[src/rtl/vga_timing_pkg.sv]
// 640x480@60 raster timing constants and shared display types.
package vga_timing_pkg;

  localparam int unsigned H_ACTIVE = 640;
  localparam int unsigned H_FP     = 16;
  localparam int unsigned H_SYNC   = 96;
  localparam int unsigned H_BP     = 48;
  localparam int unsigned V_ACTIVE = 480;
  localparam int unsigned V_FP     = 10;
  localparam int unsigned V_SYNC   = 2;
  localparam int unsigned V_BP     = 33;

  localparam int unsigned H_TOTAL  = H_ACTIVE + H_FP + H_SYNC + H_BP;
  localparam int unsigned V_TOTAL  = V_ACTIVE + V_FP + V_SYNC + V_BP;
  localparam int unsigned HS_START = H_ACTIVE + H_FP;
  localparam int unsigned HS_END   = HS_START + H_SYNC;
  localparam int unsigned VS_START = V_ACTIVE + V_FP;
  localparam int unsigned VS_END   = VS_START + V_SYNC;

  localparam int unsigned CNT_W = 10;
  localparam int unsigned FC_W  = 16;

  typedef struct packed {
    logic [7:0] r;
    logic [7:0] g;
    logic [7:0] b;
  } rgb_t;

  // ppu transparent colour, used by the sprite display modules
  localparam rgb_t NO_PIXEL = rgb_t'(24'h202020);

  typedef struct packed {
    logic hs;
    logic vs;
    logic act;
  } ctl_t;

  localparam ctl_t CTL_IDLE = '{hs: 1'b1, vs: 1'b1, act: 1'b0};

  // Raw sync/active decode for one count pair (syncs active-low).
  function automatic ctl_t decode_ctl(input logic [CNT_W-1:0] h, input logic [CNT_W-1:0] v);
    ctl_t c;
    c.hs  = !((h >= CNT_W'(HS_START)) && (h < CNT_W'(HS_END)));
    c.vs  = !((v >= CNT_W'(VS_START)) && (v < CNT_W'(VS_END)));
    c.act = (h < CNT_W'(H_ACTIVE)) && (v < CNT_W'(V_ACTIVE));
    return c;
  endfunction

endpackage

[src/rtl/vga_scanout_if.sv]
// Raster counts, composited pixel return and VGA DAC pins of the display back end.
interface vga_scanout_if;
  import vga_timing_pkg::*;

  logic [CNT_W-1:0] hcount;
  logic [CNT_W-1:0] vcount;
  logic             vblank;
  logic             frame_start;
  logic [FC_W-1:0]  frame_count;
  rgb_t             RGB_input;
  logic [7:0]       VGA_R;
  logic [7:0]       VGA_G;
  logic [7:0]       VGA_B;
  logic             VGA_HS;
  logic             VGA_VS;
  logic             VGA_BLANK_n;
  logic             VGA_SYNC_n;
  logic             VGA_CLK;

  modport master (
    output hcount, vcount, vblank, frame_start, frame_count,
    output VGA_R, VGA_G, VGA_B, VGA_HS, VGA_VS, VGA_BLANK_n, VGA_SYNC_n, VGA_CLK,
    input  RGB_input
  );

  modport slave (
    input  hcount, vcount, vblank, frame_start, frame_count,
    input  VGA_R, VGA_G, VGA_B, VGA_HS, VGA_VS, VGA_BLANK_n, VGA_SYNC_n, VGA_CLK,
    output RGB_input
  );

endinterface

[src/rtl/vga_counters.sv]
// Pixel-tick divider, raster h/v counters and frame-start / frame counter.
module vga_counters
  import vga_timing_pkg::*;
(
  input  logic             clk,
  input  logic             reset,
  output logic             tick_c,
  output logic [CNT_W-1:0] hcount,
  output logic [CNT_W-1:0] vcount,
  output logic             frame_start,
  output logic [FC_W-1:0]  frame_count
);

  logic             pix_en_q, pix_en_d;
  logic [CNT_W-1:0] hcount_q, hcount_d;
  logic [CNT_W-1:0] vcount_q, vcount_d;
  logic             frame_start_q, frame_start_d;
  logic [FC_W-1:0]  frame_count_q, frame_count_d;

  // Advance counts on pixel ticks only; pulse frame_start on the wrap to (0,0).
  always_comb begin
    pix_en_d      = ~pix_en_q;
    hcount_d      = hcount_q;
    vcount_d      = vcount_q;
    frame_start_d = 1'b0;
    frame_count_d = frame_count_q;
    if (pix_en_q) begin
      if (hcount_q == CNT_W'(H_TOTAL - 1)) begin
        hcount_d = '0;
        if (vcount_q == CNT_W'(V_TOTAL - 1)) begin
          vcount_d      = '0;
          frame_start_d = 1'b1;
          frame_count_d = frame_count_q + FC_W'(1);
        end else begin
          vcount_d = vcount_q + CNT_W'(1);
        end
      end else begin
        hcount_d = hcount_q + CNT_W'(1);
      end
    end
  end

  always_ff @(posedge clk or negedge reset) begin
    if (!reset) begin
      pix_en_q      <= 1'b0;
      hcount_q      <= '0;
      vcount_q      <= '0;
      frame_start_q <= 1'b0;
      frame_count_q <= '0;
    end else begin
      pix_en_q      <= pix_en_d;
      hcount_q      <= hcount_d;
      vcount_q      <= vcount_d;
      frame_start_q <= frame_start_d;
      frame_count_q <= frame_count_d;
    end
  end

  assign tick_c      = pix_en_q;
  assign hcount      = hcount_q;
  assign vcount      = vcount_q;
  assign frame_start = frame_start_q;
  assign frame_count = frame_count_q;

endmodule

[src/rtl/vga_scanout.sv]
// VGA back end: raster counters, sync decode aligned to the pixel pipeline, DAC output register.
module vga_scanout
  import vga_timing_pkg::*;
#(
  parameter int unsigned PIPE_DLY  = 1,
  parameter rgb_t        BLANK_RGB = rgb_t'(24'h000000)
) (
  input  logic          clk,
  input  logic          reset,
  vga_scanout_if.master bus
);

  localparam int LINE_N = int'(PIPE_DLY) - 1;

  logic             tick;
  logic [CNT_W-1:0] hcount;
  logic [CNT_W-1:0] vcount;
  ctl_t             ctl_raw;
  ctl_t             ctl_tail;

  vga_counters u_cnt (
    .clk         (clk),
    .reset       (reset),
    .tick_c      (tick),
    .hcount      (hcount),
    .vcount      (vcount),
    .frame_start (bus.frame_start),
    .frame_count (bus.frame_count)
  );

  assign ctl_raw = decode_ctl(hcount, vcount);

  // Delay the control bits by the upstream pixel latency so they meet RGB_input.
  generate
    if (LINE_N > 0) begin : g_line
      ctl_t line_q [LINE_N];
      ctl_t line_d [LINE_N];

      always_comb begin
        line_d = line_q;
        if (tick) begin
          line_d[0] = ctl_raw;
          for (int i = 1; i < LINE_N; i++) begin
            line_d[i] = line_q[i-1];
          end
        end
      end

      always_ff @(posedge clk or negedge reset) begin
        if (!reset) begin
          for (int i = 0; i < LINE_N; i++) begin
            line_q[i] <= CTL_IDLE;
          end
        end else begin
          line_q <= line_d;
        end
      end

      assign ctl_tail = line_q[LINE_N-1];
    end else begin : g_direct
      assign ctl_tail = ctl_raw;
    end
  endgenerate

  rgb_t rgb_q, rgb_d;
  logic hs_q, hs_d;
  logic vs_q, vs_d;
  logic blank_n_q, blank_n_d;

  // Output register: loads pixel and aligned controls together on each tick.
  always_comb begin
    rgb_d     = rgb_q;
    hs_d      = hs_q;
    vs_d      = vs_q;
    blank_n_d = blank_n_q;
    if (tick) begin
      rgb_d     = ctl_tail.act ? bus.RGB_input : BLANK_RGB;
      hs_d      = ctl_tail.hs;
      vs_d      = ctl_tail.vs;
      blank_n_d = ctl_tail.act;
    end
  end

  always_ff @(posedge clk or negedge reset) begin
    if (!reset) begin
      rgb_q     <= '0;
      hs_q      <= 1'b1;
      vs_q      <= 1'b1;
      blank_n_q <= 1'b0;
    end else begin
      rgb_q     <= rgb_d;
      hs_q      <= hs_d;
      vs_q      <= vs_d;
      blank_n_q <= blank_n_d;
    end
  end

  assign bus.hcount      = hcount;
  assign bus.vcount      = vcount;
  assign bus.vblank      = (vcount >= CNT_W'(V_ACTIVE));
  assign bus.VGA_R       = rgb_q.r;
  assign bus.VGA_G       = rgb_q.g;
  assign bus.VGA_B       = rgb_q.b;
  assign bus.VGA_HS      = hs_q;
  assign bus.VGA_VS      = vs_q;
  assign bus.VGA_BLANK_n = blank_n_q;
  assign bus.VGA_SYNC_n  = 1'b0;
  // DAC latches on the rising edge of pix_en, mid-pixel after the outputs settle.
  assign bus.VGA_CLK     = tick;

endmodule

[src/flat_wrapper.sv]
// flat-port wrapper written by rule: the top's interface ports become plain ports
module vga_scanout_flat import vga_timing_pkg::*;
#(
  parameter int unsigned PIPE_DLY  = 1,
  parameter rgb_t        BLANK_RGB = rgb_t'(24'h000000)
)
  (clk, reset, bus_hcount, bus_vcount, bus_vblank, bus_frame_start, bus_frame_count, bus_VGA_R, bus_VGA_G, bus_VGA_B, bus_VGA_HS, bus_VGA_VS, bus_VGA_BLANK_n, bus_VGA_SYNC_n, bus_VGA_CLK, bus_RGB_input);
  vga_scanout_if bus_i ();
  input  logic clk;
  input  logic reset;
  output wire logic [$bits(bus_i.hcount)-1:0] bus_hcount;
  output wire logic [$bits(bus_i.vcount)-1:0] bus_vcount;
  output wire logic [$bits(bus_i.vblank)-1:0] bus_vblank;
  output wire logic [$bits(bus_i.frame_start)-1:0] bus_frame_start;
  output wire logic [$bits(bus_i.frame_count)-1:0] bus_frame_count;
  output wire logic [$bits(bus_i.VGA_R)-1:0] bus_VGA_R;
  output wire logic [$bits(bus_i.VGA_G)-1:0] bus_VGA_G;
  output wire logic [$bits(bus_i.VGA_B)-1:0] bus_VGA_B;
  output wire logic [$bits(bus_i.VGA_HS)-1:0] bus_VGA_HS;
  output wire logic [$bits(bus_i.VGA_VS)-1:0] bus_VGA_VS;
  output wire logic [$bits(bus_i.VGA_BLANK_n)-1:0] bus_VGA_BLANK_n;
  output wire logic [$bits(bus_i.VGA_SYNC_n)-1:0] bus_VGA_SYNC_n;
  output wire logic [$bits(bus_i.VGA_CLK)-1:0] bus_VGA_CLK;
  input wire logic [$bits(bus_i.RGB_input)-1:0] bus_RGB_input;
  assign bus_hcount = bus_i.hcount;
  assign bus_vcount = bus_i.vcount;
  assign bus_vblank = bus_i.vblank;
  assign bus_frame_start = bus_i.frame_start;
  assign bus_frame_count = bus_i.frame_count;
  assign bus_VGA_R = bus_i.VGA_R;
  assign bus_VGA_G = bus_i.VGA_G;
  assign bus_VGA_B = bus_i.VGA_B;
  assign bus_VGA_HS = bus_i.VGA_HS;
  assign bus_VGA_VS = bus_i.VGA_VS;
  assign bus_VGA_BLANK_n = bus_i.VGA_BLANK_n;
  assign bus_VGA_SYNC_n = bus_i.VGA_SYNC_n;
  assign bus_VGA_CLK = bus_i.VGA_CLK;
  assign bus_i.RGB_input = bus_RGB_input;
  vga_scanout #(.PIPE_DLY(PIPE_DLY), .BLANK_RGB(BLANK_RGB)) u_core (.clk(clk), .reset(reset), .bus(bus_i));
endmodule
[config.mk]
export PLATFORM = sky130hd
export DESIGN_NAME = vga_scanout_flat
export DESIGN_NICKNAME = d
export VERILOG_FILES = /design/src/rtl/vga_timing_pkg.sv /design/src/rtl/vga_scanout_if.sv /design/src/rtl/vga_counters.sv /design/src/rtl/vga_scanout.sv /design/src/flat_wrapper.sv
export SDC_FILE = /design/constraint.sdc
export NUM_CORES = 1
export LEC_CHECK = 0
export CORE_MARGIN = 2
export CORE_UTILIZATION = 46
export DETAILED_ROUTE_END_ITERATION = 7
export PLACE_DENSITY = 0.77
export SYNTH_ARGS = -nofsm -noshare
export SYNTH_HDL_FRONTEND = slang
export SYNTH_SLANG_ARGS = --single-unit
[constraint.sdc]
create_clock -name clk -period 2.95 [get_ports clk]
set_input_delay 0.295 -clock clk [delete_from_list [all_inputs] [get_ports clk]]
set_output_delay 0.295 -clock clk [all_outputs]
set_load 0.01 [all_outputs]
[Yosys cells after proc, flatten, opt, wreduce, memory -nomap -nowiden]
Index checks and enable logic that the tools add are counted.
Cells by class
  add/sub/neg operators: 3
  muxes and demuxes: 6
  order comparisons: 7
  bitwise logic cells: 1
  equality and inequality tests: 2
  reductions and logical operators: 7
Operators by type and width (count)
  24-bit 2-to-1 mux: 1
  10-bit by 1-bit adder with 10-bit output, second input constant: 2
  10-bit equality test, second input constant: 2
  10-bit by 9-bit >= comparator with 1-bit output, second input constant: 2
  10-bit < comparator, second input constant: 2
  10-bit by 9-bit < comparator with 1-bit output, second input constant: 2
  10-bit 2-to-1 mux: 2
  16-bit by 1-bit adder with 16-bit output, second input constant: 1
  10-bit >= comparator, second input constant: 1
  1-bit logical AND: 3
  1-bit 2-to-1 mux: 3
  3-bit AND reduction: 1
  1-bit zero test: 2
  2-bit AND reduction: 1
  1-bit inverter: 1
Word-level totals
  input bits: 26
  output and inout bits: 67
  bits in registers: 65
  logic and storage cells: 37

[Longest topological paths before layout]
Gate-level depths: netlist of the first run.
  depth in word-level cells: 4
  depth in mapped cells: 7
  mapped depth without buffers: 6

[By module]
A second synthesis of the first run with hierarchy kept.
Unflattened totals
  cell total of the unflattened synthesis: 305
  area, all modules: 3323.2 µm²
By module, submodules not included
  vga_counters: instances 1, seq. area each 950.9 µm², area an instance 1903.1 µm², cells an instance 180
  vga_scanout: instances 1, seq. area each 678.2 µm², area an instance 1420.1 µm², cells an instance 125

[Worst setup path before layout of the first run]
OpenSTA, ideal clock, no wires.
  path type: register -> register
  from: reg u_core.u_cnt.hcount_q[6], in the netlist u_core.u_cnt.hcount[6]
  to: reg u_core.u_cnt.frame_count_q[15], in the netlist u_core.u_cnt.frame_count[15]
  stages on the path, launching flop included: 6
  clock period less this slack: 2103 ps
  path slack: 847 ps
  data arrival time: 1978 ps
  setup time: 125 ps
  cell sequence: dfrtp_1 nand4bb_4 or4_4 buf_6 or4_4 xnor2_2
On the way
  cells in the longest elaborated chain, start to end: 2
RTL lines
  from (decl): RTL line vga_counters.sv:15  | logic [CNT_W-1:0] hcount_q, hcount_d;
  from (signal assigned): RTL line vga_counters.sv:52  | hcount_q <= hcount_d;
  10-bit equality test: RTL line vga_counters.sv:28  | if (hcount_q == CNT_W'(H_TOTAL - 1)) begin
  3-bit AND reduction (no source line)
  to (signal assigned): RTL line vga_counters.sv:55  | frame_count_q <= frame_count_d;
  to (decl): RTL line vga_counters.sv:18  | logic [FC_W-1:0] frame_count_q, frame_count_d;
No other way between the ends.
A chain may end at the register's enable or synchronous reset.

[Worst setup path in the final report of the first run]
  from: reg u_core.u_cnt.hcount_q[0], in the netlist u_core.u_cnt.hcount[0]
  to: reg u_core.u_cnt.frame_count_q[1], in the netlist u_core.u_cnt.frame_count[1]
Same word-level chain as after synthesis.

==> impl_metrics.ini, run 1 <==
[cts]
cts.sinks = 65
post_cts_buffers = 0
cts_buffers = 9
clock_latency_ps = 340
h-tree-depth = 3
root_buffer = clkbuf_8
clockBufferDepth = 2
clk_pin_slew_ps = 70
tritoncts = done
cts_resized = 0

[sta]
drv_slew = 0
finalSetupTns_ps = 0
period_minus_slack_ps = 2310
finalHoldViolations = 0
finClkSkew_ps = 10.5
worstMarginPinSlew_ps = 765
whs_ps = 443
relSlewSlack = 0.486
rsz0062_at_grt = false
timing.fmax_mhz = 432
setup_viol = 0
finalCritPeriodShare = 0.785

[setup_path]
setup.worst_path.start_class = flop
criticalPathCategory = reg2reg
worstSetupEndpointType = flop
cp.required_ps = 3170
arrival_ps = 2540
crit_fanout = 12

[die]
rows = 28
core_area_um2 = 5990
chipWidth_um = 83.2
die_y_um = 83.2
dieArea_um2 = 6920
start_util = 0.481
io_pins = 93

[layout]
final_core_util = 0.685
fin_area_um2 = 4100
final_common_cell = clkdlybuf4s50_1
antenna_cells = 0
nFillCells = 441
final_cell_mix = clkdlybuf4s50_1 (90), dfrtp_1 (63), a22o_1 (24)
final_nets = 379
syn_to_final_growth_pct = 42.4
drive_gt1_frac = 0.0992

[logic_synthesis]
synth_edf_count = 0
ys_warn_count = 0
syn-instance-count = 251
async_reset_ff_frac = 1.00
synth_area_leaders = dfrtp_1 (55%), a22o_1 (7.3%), xor2_1 (3.9%)
synth_area_um2 = 2880
synthFlopType = dfrtp_1
yosysUniqueCellTypes = 40
synth_top_area_share = 0.547
syn_avg_cell_area_um2 = 11.5
seq_area_frac_synth = 0.565
ys_ff_latch = 65
synth_top_area_cell = dfrtp_1
synth_nets = 282

[grt]
grt_use_total = 0.197
grt_max_degree = 29
grt_pass1_vias = 2248
grt_overflow_total = 0
grt_pass1_wl_um = 11000
grt_antenna_before_repair = 0

[power]
powerDensity_nw_per_um2 = 459
ir_drop_v = 0.000232
p_leak_nw = 1.83
total_power_mw = 1.88

[detailed_routing]
detail_route.wl_per_cell_um = 15.5
first_iter_violations = 162
ant_nets = 0
num_vias = 2315
avgViaCountPerCell = 5.41
postRouteWirelength_um = 6640
drcViolationCount = 0
drtPass1Iterations = 4

[placement]
hpwl_um = 4810
place_congestion = 0.868
port_buffers = 91
place_area_um2 = 3870

[status]
status = complete, no violations

[run]
drv_cap = 0

[worst_hold_path]
worstHoldPathType = in2async
==> cell type report <==
class | count | area (um^2) | area share
repair buffers | 97 | 953 | 0.232
clock buffers | 10 | 138 | 0.0335
inverters | 9 | 33.8 | 0.00823
well taps | 75 | 93.8 | 0.0229
flip-flops and latches | 65 | 1630 | 0.397
clock inverters | 6 | 90.1 | 0.0220
multi-input cells | 166 | 1170 | 0.284
==> logic make-up after synthesis <==
| group | Yosys count | synth area share |
|---|---|---|
| other cells | 1 | 0.00130 |
| xor+xnor | 25 | 0.0786 |
| fa+ha+maj | 5 | 0.0217 |
| compound gates | 44 | 0.114 |
| buf+inv | 20 | 0.0304 |
| simple gates | 88 | 0.178 |
| flops | 65 | 0.565 |
| mux | 3 | 0.0113 |
==> metrics by stage <==
step | setup slack [ps] | instances
finish | 635 | 428
global route | 521 | 428
CTS | 651 | 428
detailed placement | 660 | 411
global placement | 733 | 411
floorplan | 847 | 251
==> cell usage after synthesis (3+ instances only) <==
| cell type | number |
|---|---|
| dfrtp_1 | 63 |
| a22o_1 | 24 |
| nand2_1 | 14 |
| nand3_1 | 14 |
| xor2_1 | 13 |
| nor2_1 | 12 |
| xnor2_1 | 11 |
| nor4_1 | 10 |
| inv_1 | 8 |
| nand4_1 | 8 |
| nor3_1 | 8 |
| o21ai_0 | 8 |
| clkbuf_1 | 7 |
| a21oi_1 | 6 |
| and3_1 | 5 |
| ha_1 | 5 |
| a21o_1 | 3 |
| and4_1 | 3 |
| nor4b_1 | 3 |
==> worst max-delay path, cell delays in order (launching register included) <==
cell and delay (ps):
dfrtp_1 400, ha_1 230, nand2_1 110, or4_1 710, nor2_1 360, mux2_2 380
==> registers in the layout, summed over array words and instances, names as in the netlist <==
register and flops:
u_core.u_cnt.hcount 10, u_core.u_cnt.frame_count 16, u_core.bus.VGA_R 8, u_core.bus.VGA_B 8, u_core.bus.VGA_VS 1, u_core.bus.VGA_BLANK_n 1
u_core.u_cnt.tick_c 1, u_core.u_cnt.frame_start 1, u_core.bus.VGA_HS 1, u_core.bus.VGA_G 8, u_core.u_cnt.vcount 10
==> per-layer routing <==
metal | up-vias | share of wire | global-route usage
li1 | 1105 | - | -
met1 | 1120 | 0.46 | 0.267
met2 | 82 | 0.45 | 0.295
met3 | 8 | 0.082 | 0.0855
met4 | 0 | 0.0078 | 0.0462
met5 | - | 0 | 0
==> final timing paths <==
kind	depth (start not counted)	slack, ps	end	start
setup reg to reg	5	640	u_core.u_cnt.frame_count[1]	u_core.u_cnt.hcount[0]
min in group clk	1	490	u_core.u_cnt.frame_count[14]	u_core.u_cnt.frame_count[14]
max in group asynchronous	3	1810	u_core.u_cnt.hcount[7]	reset
hold reg to reg	1	490	u_core.u_cnt.frame_count[14]	u_core.u_cnt.frame_count[14]
setup / recovery	5	640	u_core.u_cnt.frame_count[1]	u_core.u_cnt.hcount[0]
hold / removal	2	440	u_core.u_cnt.frame_count[14]	reset
==> report_power, final <==
part | leakage (nW) | total [mW] | internal, mW | switching [mW]
Sequential | 0.826 | 0.918 | 0.908 | 0.0105
Combinational | 0.894 | 0.111 | 0.0696 | 0.0411
Clock | 0.113 | 0.856 | 0.502 | 0.354
Total | 1.83 | 1.88 | 1.48 | 0.406
==> what timing repair did <==
action | CTS | global route
hold endpoints to repair | 18 | 0
hold buffers | 1 | 0
endpoints found under the setup margin | 0 | 0
(Power assumes the default switching activity.)
==> run 2, diff against run 1 <==
==> constraint.sdc (replaced) <==
create_clock -name clk -period 2.15 [get_ports clk]
set_input_delay 0.215 -clock clk [delete_from_list [all_inputs] [get_ports clk]]
set_output_delay 0.215 -clock clk [all_outputs]
set_load 0.01 [all_outputs]
==> run 2 against run 1 <==
Via count up 3.0%. Largest cell class unchanged. First-iteration DRC count up 0.62%. Maximum frequency up 13%. Clock power up 31%. Hold slack worse by 22 ps. Critical path depth up 1. Final cell count up 4.0%. Register-to-register slack worse by 540 ps. Clock-buffer cell count up 3. Die area unchanged. Highest routed layer unchanged. Sequential cell count unchanged. Sequential power up 37%.
==> impl_metrics.ini, run 2 (synthesized netlist as in run 1, its figures left out) <==
[layout]
final_core_util = 0.712
fin_area_um2 = 4270
antenna_cells = 0
final_nets = 396
syn_to_final_growth_pct = 48.0
final_common_cell = clkdlybuf4s50_1
drive_gt1_frac = 0.149
largest_reg_flops = 16
layout.cells.non_filler = 445
final_cell_mix = clkdlybuf4s50_1 (89), dfrtp_1 (63), a22o_1 (24)
nFillCells = 442

[power]
powerDensity_nw_per_um2 = 593
p_leak_nw = 1.94
ir_drop_v = 0.000343

[die]
chipWidth_um = 83.2
dieArea_um2 = 6920
io_pins = 93
start_util = 0.481
die_y_um = 83.2
rows = 28
core_area_um2 = 5990

[setup_path]
path_cells = ha_2 -> nand2_1 -> or4_1 -> buf_4 -> or3_1 -> a21oi_1
worst_path_largest_cell_delay_ps = 580
setup.worst_path.start_class = flop
arrival_ps = 2300
critPathBufInv = 1
worstSetupEndpointType = flop
crit_start = u_core.u_cnt.hcount[0]
cp.required_ps = 2400
crit_fanout = 5
cp_slowest_cell = or4_1
criticalPathCategory = reg2reg
path_delay_family = simple AND/OR/NAND/NOR gates
reg2reg_from = u_core.u_cnt.hcount[0]

[sta]
period_minus_slack_ps = 2050
finalHoldViolations = 0
timing.fmax_mhz = 487
drv_slew = 0
rsz0062_at_grt = false
setup_viol = 0
finClkSkew_ps = 5.60
finalCritPeriodShare = 0.955
finalSetupTns_ps = 0
setup_ws_ps = 96.7

[placement]
hpwl_um = 4930
place_area_um2 = 3980
dp_cells = 425
place_congestion = 0.820
dp_slack_ps = -13.4
port_buffers = 91

[detailed_routing]
drtPass1Iterations = 5
detail_route.wl_per_cell_um = 15.6
first_iter_violations = 163
drcViolationCount = 0
num_vias = 2385
avgViaCountPerCell = 5.36
ant_nets = 0
postRouteWirelength_um = 6920

[cts]
root_buffer = clkbuf_8
clockBufferDepth = 2
clk_pin_slew_ps = 70
clock_latency_ps = 330
h-tree-depth = 3
cts_buffers = 9
cts.sinks = 65
tritoncts = done

[grt]
grt_pass1_vias = 2435
grt_antenna_before_repair = 0
grt_use_total = 0.211
grt_overflow_total = 0
grt_max_degree = 66
grt_pass1_wl_um = 11700

[worst_hold_path]
worstHoldPathType = in2async

[run]
drv_cap = 0

[status]
status = complete, no violations
[run 2: changes by cell type in the layout (fill, tap and decap cells not counted), sizes merged]
cell / delta
inv: -1
clkinv: -1
clkdlybuf4s50: -1
clkinvlp: -1
buf: +17
clkbuf: +3
dlymetal6s2s: +1
[run 2: worst reg2reg max path, cell delays in order, from the launching register on]
cell	delay (ps)
dfrtp_1	390
ha_2	220
nand2_1	100
or4_1	580
buf_4	180
or3_1	350
a21oi_1	160
[run 2: final timing paths]
path                                           to  slack (ps)  depth (start not counted)
max in group asynchronous       u_core.bus.VGA_HS        1410                          3
min reg2reg                u_core.bus.VGA_BLANK_n         500                          1
min                           u_core.bus.VGA_B[0]         420                          3
max reg2reg                u_core.u_cnt.vcount[3]         100                          6
min in group clk              u_core.bus.VGA_G[0]         480                          2
max                        u_core.u_cnt.vcount[3]         100                          6
[run 2: power by group]
group          internal, mW  switching (mW)
combinational        0.0969          0.0558
clock                 0.685           0.432
sequential             1.25          0.0146
total                  2.03           0.503
[run 2: timing repair]
action	in CTS	in global routing
buffers inserted	1	2
gates resized for setup	3	4
pin swaps	1	0
endpoints found under the setup margin	4	8
hold endpoints to repair	63	0
hold buffers	1	0
[run 2: through the flow]
stage / hold slack, ps / power [mW]
final: 421 / 2.53
after global routing: 463 / 2.63
after CTS: 427 / 2.56
after detailed placement: 255 / 1.44
after global placement: 250 / 1.43
after floorplan: -80.6 / 1.31
[run 2: per-layer routing]
layer | share of wire | vias up | GRT usage
met5 | 0 | - | 0
met4 | 0.015 | 0 | 0.0566
met3 | 0.080 | 11 | 0.0805
met2 | 0.45 | 86 | 0.328
met1 | 0.45 | 1144 | 0.278
li1 | - | 1144 | -
[run 2: cell type report]
class	instances	area, um^2	share of cell area
sequential	65	1630	0.382
multi-input combinational	166	1200	0.281
timing repair buffer	114	1100	0.257
clock buffer	13	149	0.0349
tap	75	93.8	0.0220
clock inverter	3	65.1	0.0152
inverter	9	33.8	0.00792
